`config.mk`:
```
export PLATFORM = sky130hd
export DESIGN_NAME = execute_branch_pipe
export DESIGN_NICKNAME = d
export VERILOG_FILES = /design/src/rtl/execute_branch_pipe.sv
export SDC_FILE = /design/constraint.sdc
export NUM_CORES = 1
export LEC_CHECK = 0
export BUFFER_PORTS_ARGS = -buffer_cell sky130_fd_sc_hd__buf_2
export CORE_ASPECT_RATIO = 0.6
export CORE_UTILIZATION = 59
export CTS_BUF_LIST = sky130_fd_sc_hd__clkbuf_16
export CTS_CLUSTER_DIAMETER = 200
export DETAILED_ROUTE_END_ITERATION = 8
export PLACE_DENSITY = 0.86
export SYNTH_ARGS = -nofsm -noshare
export SYNTH_HDL_FRONTEND = slang
export SYNTH_SLANG_ARGS = --single-unit
```
`constraint.sdc`:
```
create_clock -name iCLOCK -period 5 [get_ports iCLOCK]
set_clock_uncertainty 0.2 [all_clocks]
set_input_delay 0.5 -clock iCLOCK [delete_from_list [all_inputs] [get_ports iCLOCK]]
set_output_delay 0.5 -clock iCLOCK [all_outputs]
set_load 0.02 [all_outputs]
```
`src/rtl/execute_branch_pipe.sv`:
```
// Branch-resolution stage for the MIST32 execute path: resolves target and condition,
// checks the fetch prediction, tracks the HALT run state and counts mispredicts.
module execute_branch_pipe #(
  parameter int P_ADDR_N = 32,
  parameter int P_CNT_N  = 16
)(
  input  logic                iCLOCK,
  input  logic                inRESET,
  input  logic                iRESET_SYNC,
  input  logic                iVALID,
  output logic                oBUSY,
  input  logic [4:0]          iCMD,
  input  logic [3:0]          iCC,
  input  logic [4:0]          iFLAG,
  input  logic [P_ADDR_N-1:0] iPC,
  input  logic [P_ADDR_N-1:0] iDATA_1,
  input  logic                iPREDICT_TAKEN,
  input  logic [P_ADDR_N-1:0] iPREDICT_ADDR,
  input  logic                iRESTART,
  input  logic                iCOUNT_CLEAR,
  output logic                oVALID,
  input  logic                iBUSY,
  output logic [P_ADDR_N-1:0] oBRANCH_ADDR,
  output logic                oJUMP_VALID,
  output logic                oNOT_JUMP_VALID,
  output logic                oIB_VALID,
  output logic                oIDTS_VALID,
  output logic                oHALT_VALID,
  output logic                oMISPREDICT,
  output logic [P_ADDR_N-1:0] oFLUSH_ADDR,
  output logic                oHALTED,
  output logic [P_CNT_N-1:0]  oMISS_COUNT
);

  localparam logic [4:0] L_CMD_BUR  = 5'h00;
  localparam logic [4:0] L_CMD_BR   = 5'h01;
  localparam logic [4:0] L_CMD_B    = 5'h02;
  localparam logic [4:0] L_CMD_INTB = 5'h03;
  localparam logic [4:0] L_CMD_IDTS = 5'h04;
  localparam logic [4:0] L_CMD_HALT = 5'h06;

  localparam logic [3:0] L_CC_AL  = 4'h0;
  localparam logic [3:0] L_CC_EQ  = 4'h1;
  localparam logic [3:0] L_CC_NEQ = 4'h2;
  localparam logic [3:0] L_CC_MI  = 4'h3;
  localparam logic [3:0] L_CC_PL  = 4'h4;
  localparam logic [3:0] L_CC_EN  = 4'h5;
  localparam logic [3:0] L_CC_ON  = 4'h6;
  localparam logic [3:0] L_CC_OVF = 4'h7;
  localparam logic [3:0] L_CC_UEO = 4'h8;
  localparam logic [3:0] L_CC_UU  = 4'h9;
  localparam logic [3:0] L_CC_UO  = 4'ha;
  localparam logic [3:0] L_CC_UEU = 4'hb;
  localparam logic [3:0] L_CC_SEO = 4'hc;
  localparam logic [3:0] L_CC_SU  = 4'hd;
  localparam logic [3:0] L_CC_SO  = 4'he;
  localparam logic [3:0] L_CC_SEU = 4'hf;

  localparam int L_FLAG_ZF = 0;
  localparam int L_FLAG_PF = 1;
  localparam int L_FLAG_CF = 2;
  localparam int L_FLAG_OF = 3;
  localparam int L_FLAG_SF = 4;

  localparam logic [P_ADDR_N-1:0] L_FOUR = P_ADDR_N'(4);

  typedef enum logic [0:0] {
    ST_RUN    = 1'b0,
    ST_HALTED = 1'b1
  } state_t;

  // Handshake: a command is taken when iVALID && !oBUSY. A presented result is consumed
  // on any edge where iBUSY is low; while iBUSY is high it is held and nothing is taken.
  state_t                r_state;
  state_t                w_state_next;
  logic                  r_valid;
  logic [P_ADDR_N-1:0]   r_branch_addr;
  logic                  r_jump;
  logic                  r_not_jump;
  logic                  r_ib;
  logic                  r_idts;
  logic                  r_halt;
  logic                  r_mispredict;
  logic [P_ADDR_N-1:0]   r_flush_addr;
  logic [P_CNT_N-1:0]    r_count;

  logic                  w_accept;
  logic                  w_busy;
  logic [P_ADDR_N-1:0]   w_pc_next;
  logic [P_ADDR_N-1:0]   w_target;
  logic                  w_taken;
  logic                  w_zf, w_pf, w_cf, w_of, w_sf, w_lt;
  logic                  w_jump;
  logic                  w_not_jump;
  logic                  w_ib;
  logic                  w_idts;
  logic                  w_halt;
  logic                  w_mispredict;
  logic [P_ADDR_N-1:0]   w_flush_addr;

  assign w_busy   = (r_state == ST_HALTED) || (r_valid && iBUSY);
  assign w_accept = iVALID && !w_busy;

  assign w_pc_next = iPC + L_FOUR;

  always_comb begin
    w_target = '0;
    case (iCMD)
      L_CMD_BUR, L_CMD_BR: w_target = iDATA_1 + iPC;
      L_CMD_B:             w_target = iDATA_1;
      L_CMD_IDTS:          w_target = w_pc_next;
      default:             w_target = '0;
    endcase
  end

  assign w_zf = iFLAG[L_FLAG_ZF];
  assign w_pf = iFLAG[L_FLAG_PF];
  assign w_cf = iFLAG[L_FLAG_CF];
  assign w_of = iFLAG[L_FLAG_OF];
  assign w_sf = iFLAG[L_FLAG_SF];
  assign w_lt = w_sf ^ w_of;

  always_comb begin
    w_taken = 1'b1;
    case (iCC)
      L_CC_AL:  w_taken = 1'b1;
      L_CC_EQ:  w_taken = w_zf;
      L_CC_NEQ: w_taken = !w_zf;
      L_CC_MI:  w_taken = w_sf;
      L_CC_PL:  w_taken = !w_sf;
      L_CC_EN:  w_taken = !w_pf;
      L_CC_ON:  w_taken = w_pf;
      L_CC_OVF: w_taken = w_of;
      L_CC_UEO: w_taken = w_cf;
      L_CC_UU:  w_taken = !w_cf;
      L_CC_UO:  w_taken = w_cf && !w_zf;
      L_CC_UEU: w_taken = !w_cf || w_zf;
      L_CC_SEO: w_taken = !w_lt;
      L_CC_SU:  w_taken = w_lt;
      L_CC_SO:  w_taken = !(w_lt || w_zf);
      L_CC_SEU: w_taken = w_lt || w_zf;
      default:  w_taken = 1'b1;
    endcase
  end

  // Interrupt-class commands always redirect fetch; HALT never does.
  always_comb begin
    w_jump       = 1'b0;
    w_not_jump   = 1'b0;
    w_ib         = 1'b0;
    w_idts       = 1'b0;
    w_halt       = 1'b0;
    w_mispredict = 1'b0;
    w_flush_addr = w_pc_next;
    case (iCMD)
      L_CMD_INTB: begin
        w_ib         = 1'b1;
        w_mispredict = 1'b1;
        w_flush_addr = w_target;
      end
      L_CMD_IDTS: begin
        w_idts       = 1'b1;
        w_mispredict = 1'b1;
        w_flush_addr = w_target;
      end
      L_CMD_HALT: begin
        w_halt = 1'b1;
      end
      default: begin
        w_jump       = w_taken;
        w_not_jump   = !w_taken;
        w_mispredict = (w_taken != iPREDICT_TAKEN) ||
                       (w_taken && (w_target != iPREDICT_ADDR));
        w_flush_addr = w_taken ? w_target : w_pc_next;
      end
    endcase
  end

  // A restart arriving with the HALT accept is dropped: the FSM is still in RUN then.
  always_comb begin
    w_state_next = r_state;
    case (r_state)
      ST_RUN:    if (w_accept && w_halt) w_state_next = ST_HALTED;
      ST_HALTED: if (iRESTART)           w_state_next = ST_RUN;
      default:   w_state_next = ST_RUN;
    endcase
  end

  always_ff @(posedge iCLOCK or negedge inRESET) begin
    if (!inRESET) begin
      r_state <= ST_RUN;
    end else if (iRESET_SYNC) begin
      r_state <= ST_RUN;
    end else begin
      r_state <= w_state_next;
    end
  end

  always_ff @(posedge iCLOCK or negedge inRESET) begin
    if (!inRESET) begin
      r_valid       <= 1'b0;
      r_branch_addr <= '0;
      r_jump        <= 1'b0;
      r_not_jump    <= 1'b0;
      r_ib          <= 1'b0;
      r_idts        <= 1'b0;
      r_halt        <= 1'b0;
      r_mispredict  <= 1'b0;
      r_flush_addr  <= '0;
    end else if (iRESET_SYNC) begin
      r_valid       <= 1'b0;
      r_branch_addr <= '0;
      r_jump        <= 1'b0;
      r_not_jump    <= 1'b0;
      r_ib          <= 1'b0;
      r_idts        <= 1'b0;
      r_halt        <= 1'b0;
      r_mispredict  <= 1'b0;
      r_flush_addr  <= '0;
    end else if (w_accept) begin
      r_valid       <= 1'b1;
      r_branch_addr <= w_target;
      r_jump        <= w_jump;
      r_not_jump    <= w_not_jump;
      r_ib          <= w_ib;
      r_idts        <= w_idts;
      r_halt        <= w_halt;
      r_mispredict  <= w_mispredict;
      r_flush_addr  <= w_flush_addr;
    end else if (!iBUSY) begin
      r_valid <= 1'b0;
    end
  end

  // Saturating count; a clear wins over a same-cycle increment.
  always_ff @(posedge iCLOCK or negedge inRESET) begin
    if (!inRESET) begin
      r_count <= '0;
    end else if (iRESET_SYNC || iCOUNT_CLEAR) begin
      r_count <= '0;
    end else if (w_accept && w_mispredict && (r_count != {P_CNT_N{1'b1}})) begin
      r_count <= r_count + P_CNT_N'(1);
    end
  end

  assign oBUSY           = w_busy;
  assign oVALID          = r_valid;
  assign oBRANCH_ADDR    = r_branch_addr;
  assign oJUMP_VALID     = r_jump;
  assign oNOT_JUMP_VALID = r_not_jump;
  assign oIB_VALID       = r_ib;
  assign oIDTS_VALID     = r_idts;
  assign oHALT_VALID     = r_halt;
  assign oMISPREDICT     = r_mispredict;
  assign oFLUSH_ADDR     = r_flush_addr;
  assign oHALTED         = (r_state == ST_HALTED);
  assign oMISS_COUNT     = r_count;

endmodule

```
==> metrics.yaml <==
multi_input_area_um2: 5300
ys_types: 74
cts_max_level: 3
critPathKind: "primary input to flop"
antenna_found_initial: 0
max-slew-margin-rel: 0.324
ys_ff_latch: 88
slew_violations: 0
seq_area_um2: 2200
row_count: 32
cts_tree: "built"
grt_pass1_vias: 8350
hold_path.class: "primary input to flop"
dp_slack_ps: 285
crit_required_ps: 5070
setup_viol: 0
pwr_density_cell_nw_per_um2: 241
synth_flop_cell: "dfrtp_1"
ant_nets: 0
io_pins: 207
irDropWorstVdd_v: 0.000175
vias_per_cell: 6.62
drv_cap: 0
fill_cells: 1094
drt-initial-drc-count: 1134
grt_first_pass_wirelength_um: 44900
global_route.overflow_total: 0
holdWs_ps: 201
finalSetupTns_ps: 0
fp.dieW_um: 151
syn_inst: 1031
drive_gt1_frac: 0.217
clockBufferDepth: 2
clk_latency_ps: 350
via_count: 9168
crit_path_end_kind: "flop"
syn_avg_cell_area_um2: 7.61
portBuffers: 206
async_flop_share: 1.00
syn_nets: 1183
fin_ws_ps: 440
crit_fanout: 19
grt_max_degree: 77
synth-seq-area-share: 0.281
max_freq_ghz: 0.219
post_drt_wl_per_cell_um: 20.9
rsz0062_at_grt: "no"
grt.total_usage: 0.427
yosys_warnings: 0
synth_edf_count: 0
cts.sinks: 88
fin_nets: 1360
core_area_um2: 12900
p_leak_nw: 4.28
initial_utilization: 0.608
syn_area_um2: 7840
drcViolationCount: 0
hpwlAfterDp_um: 21900
final_cell_mix: "205 x buf_2, 138 x nor2_1, 116 x nand2_1"
layout_commonest_cell: "buf_2"
utilization: 0.724
place.gp.congestion: 1.02
first_pass_iters: 6
clk_pin_slew_worst_paths_ps: 70
outcome: "finished clean"
cts_made_buffers: 9
finalHoldViolCount: 0
fin_crit_sh: 0.912
root_buffer: "clkbuf_16"
syn_to_final_growth_pct: 19.0
die_area_um2: 13800
tightest_slew_ps: 1010
min_period_ps: 4560
drt-total-wl_um: 28900
cp-start-kind: "primary input"
arrival_ps: 4630
chipHeight_um: 91.3
through the flow:
step	std cells	total power, mW	cell area [um^2]
detailed placement	1366	1.49	9000
global route	1383	2.34	9330
CTS	1383	2.23	9330
floorplan	1031	1.23	7840
finish	1384	2.25	9330
global placement	1366	1.48	9000
path summary, 6_finish.rpt:
kind                                     start         endpoint  slack (ps)  cells after the start
min in group asynchronous              inRESET  oBRANCH_ADDR[2]         340                      2
worst max-delay path                    iPC[2]   oMISS_COUNT[3]         440                     15
max in group asynchronous              inRESET   oMISS_COUNT[2]        3070                      3
worst min register to register  oFLUSH_ADDR[0]   oFLUSH_ADDR[0]         320                      2
worst max register to register  oMISS_COUNT[5]   oMISS_COUNT[3]        1900                      8
worst min-delay path                     iBUSY           oVALID         200                      3
worst max-delay path: stages:
cell	delay (ps)
buf_2	160
ha_1	370
nand3_1	190
a21oi_1	280
o21ai_1	160
a211o_1	390
a2111oi_1	690
o31ai_1	140
a31oi_1	380
xnor2_1	170
nor3_1	100
and4_1	210
buf_4	200
or4_1	530
a21oi_1	160
routing by layer:
| layer | vias to the layer above | global-route usage | part of all wire |
|---|---|---|---|
| li1 | 4172 | - | - |
| met1 | 4220 | 0.612 | 0.42 |
| met2 | 692 | 0.617 | 0.41 |
| met3 | 84 | 0.107 | 0.13 |
| met4 | 0 | 0.157 | 0.037 |
| met5 | - | 0 | 0 |
report_power, final:
| part | internal (mW) | total, mW | switching [mW] |
|---|---|---|---|
| clock network | 0.443 | 0.746 | 0.303 |
| registers | 0.751 | 0.776 | 0.0248 |
| logic | 0.248 | 0.729 | 0.480 |
synthesized netlist by cell type, drive strengths merged, types with 3 or more instances:
cell	number	area share
a211o	3	0.0034
a211oi	49	0.048
a21o	8	0.0077
a21oi	87	0.056
a221o	4	0.0051
a221oi	5	0.0056
a222oi	7	0.0089
a22oi	14	0.013
a2bb2oi	3	0.0034
a31o	4	0.0045
a31oi	8	0.0064
a41oi	3	0.0034
and2	7	0.0056
and3	13	0.010
and4	7	0.0078
buf	19	0.013
clkbuf	44	0.021
dfrtp	88	0.28
ha	33	0.053
inv	21	0.010
mux2	3	0.0043
mux2i	16	0.020
nand2	117	0.056
nand2b	10	0.0080
nand3	44	0.028
nand3b	3	0.0029
nand4	28	0.022
nand4b	5	0.0056
nor2	138	0.066
nor2b	4	0.0032
nor3	40	0.027
nor4	7	0.0080
o211ai	11	0.011
o21a	6	0.0057
o21ai	52	0.033
o31ai	3	0.0029
o41ai	3	0.0043
or3	9	0.0072
or4	10	0.0096
xnor2	33	0.037
xor2	33	0.037
timing repair:
item / 4_1_cts / 5_1_grt
hold buffers: 1 / 0
resized for setup: 0 / 0
setup buffers: 0 / 0
hold endpoints to repair: 15 / 0
final cells by class:
type                       instances  share of cell area
multi-input combinational        859               0.568
sequential                        88               0.236
timing repair buffer             229               0.129
clock buffer                       9              0.0241
tap                              170              0.0228
clock inverter                     7              0.0107
inverter                          21             0.00845
antenna                            1            0.000268
state kept, by name, indices dropped and copies added, names as in the netlist:
signal / flops
oHALTED: 1
oIDTS_VALID: 1
oNOT_JUMP_VALID: 1
oFLUSH_ADDR: 32
oMISS_COUNT: 16
oMISPREDICT: 1
oVALID: 1
oBRANCH_ADDR: 32
oHALT_VALID: 1
oIB_VALID: 1
oJUMP_VALID: 1
cells by family after synthesis:
kind of cell	count (synthesis)	synth area share
AND/OR/NAND/NOR	447	0.273
adder cells (fa/ha/maj)	34	0.0552
multiplexers	19	0.0247
flip-flops	88	0.281
AO/OA/AOI/OAI	293	0.248
XOR/XNOR	66	0.0737
buffers and inverters	84	0.0447
Note: power is estimated with default switching activity, not from simulation.
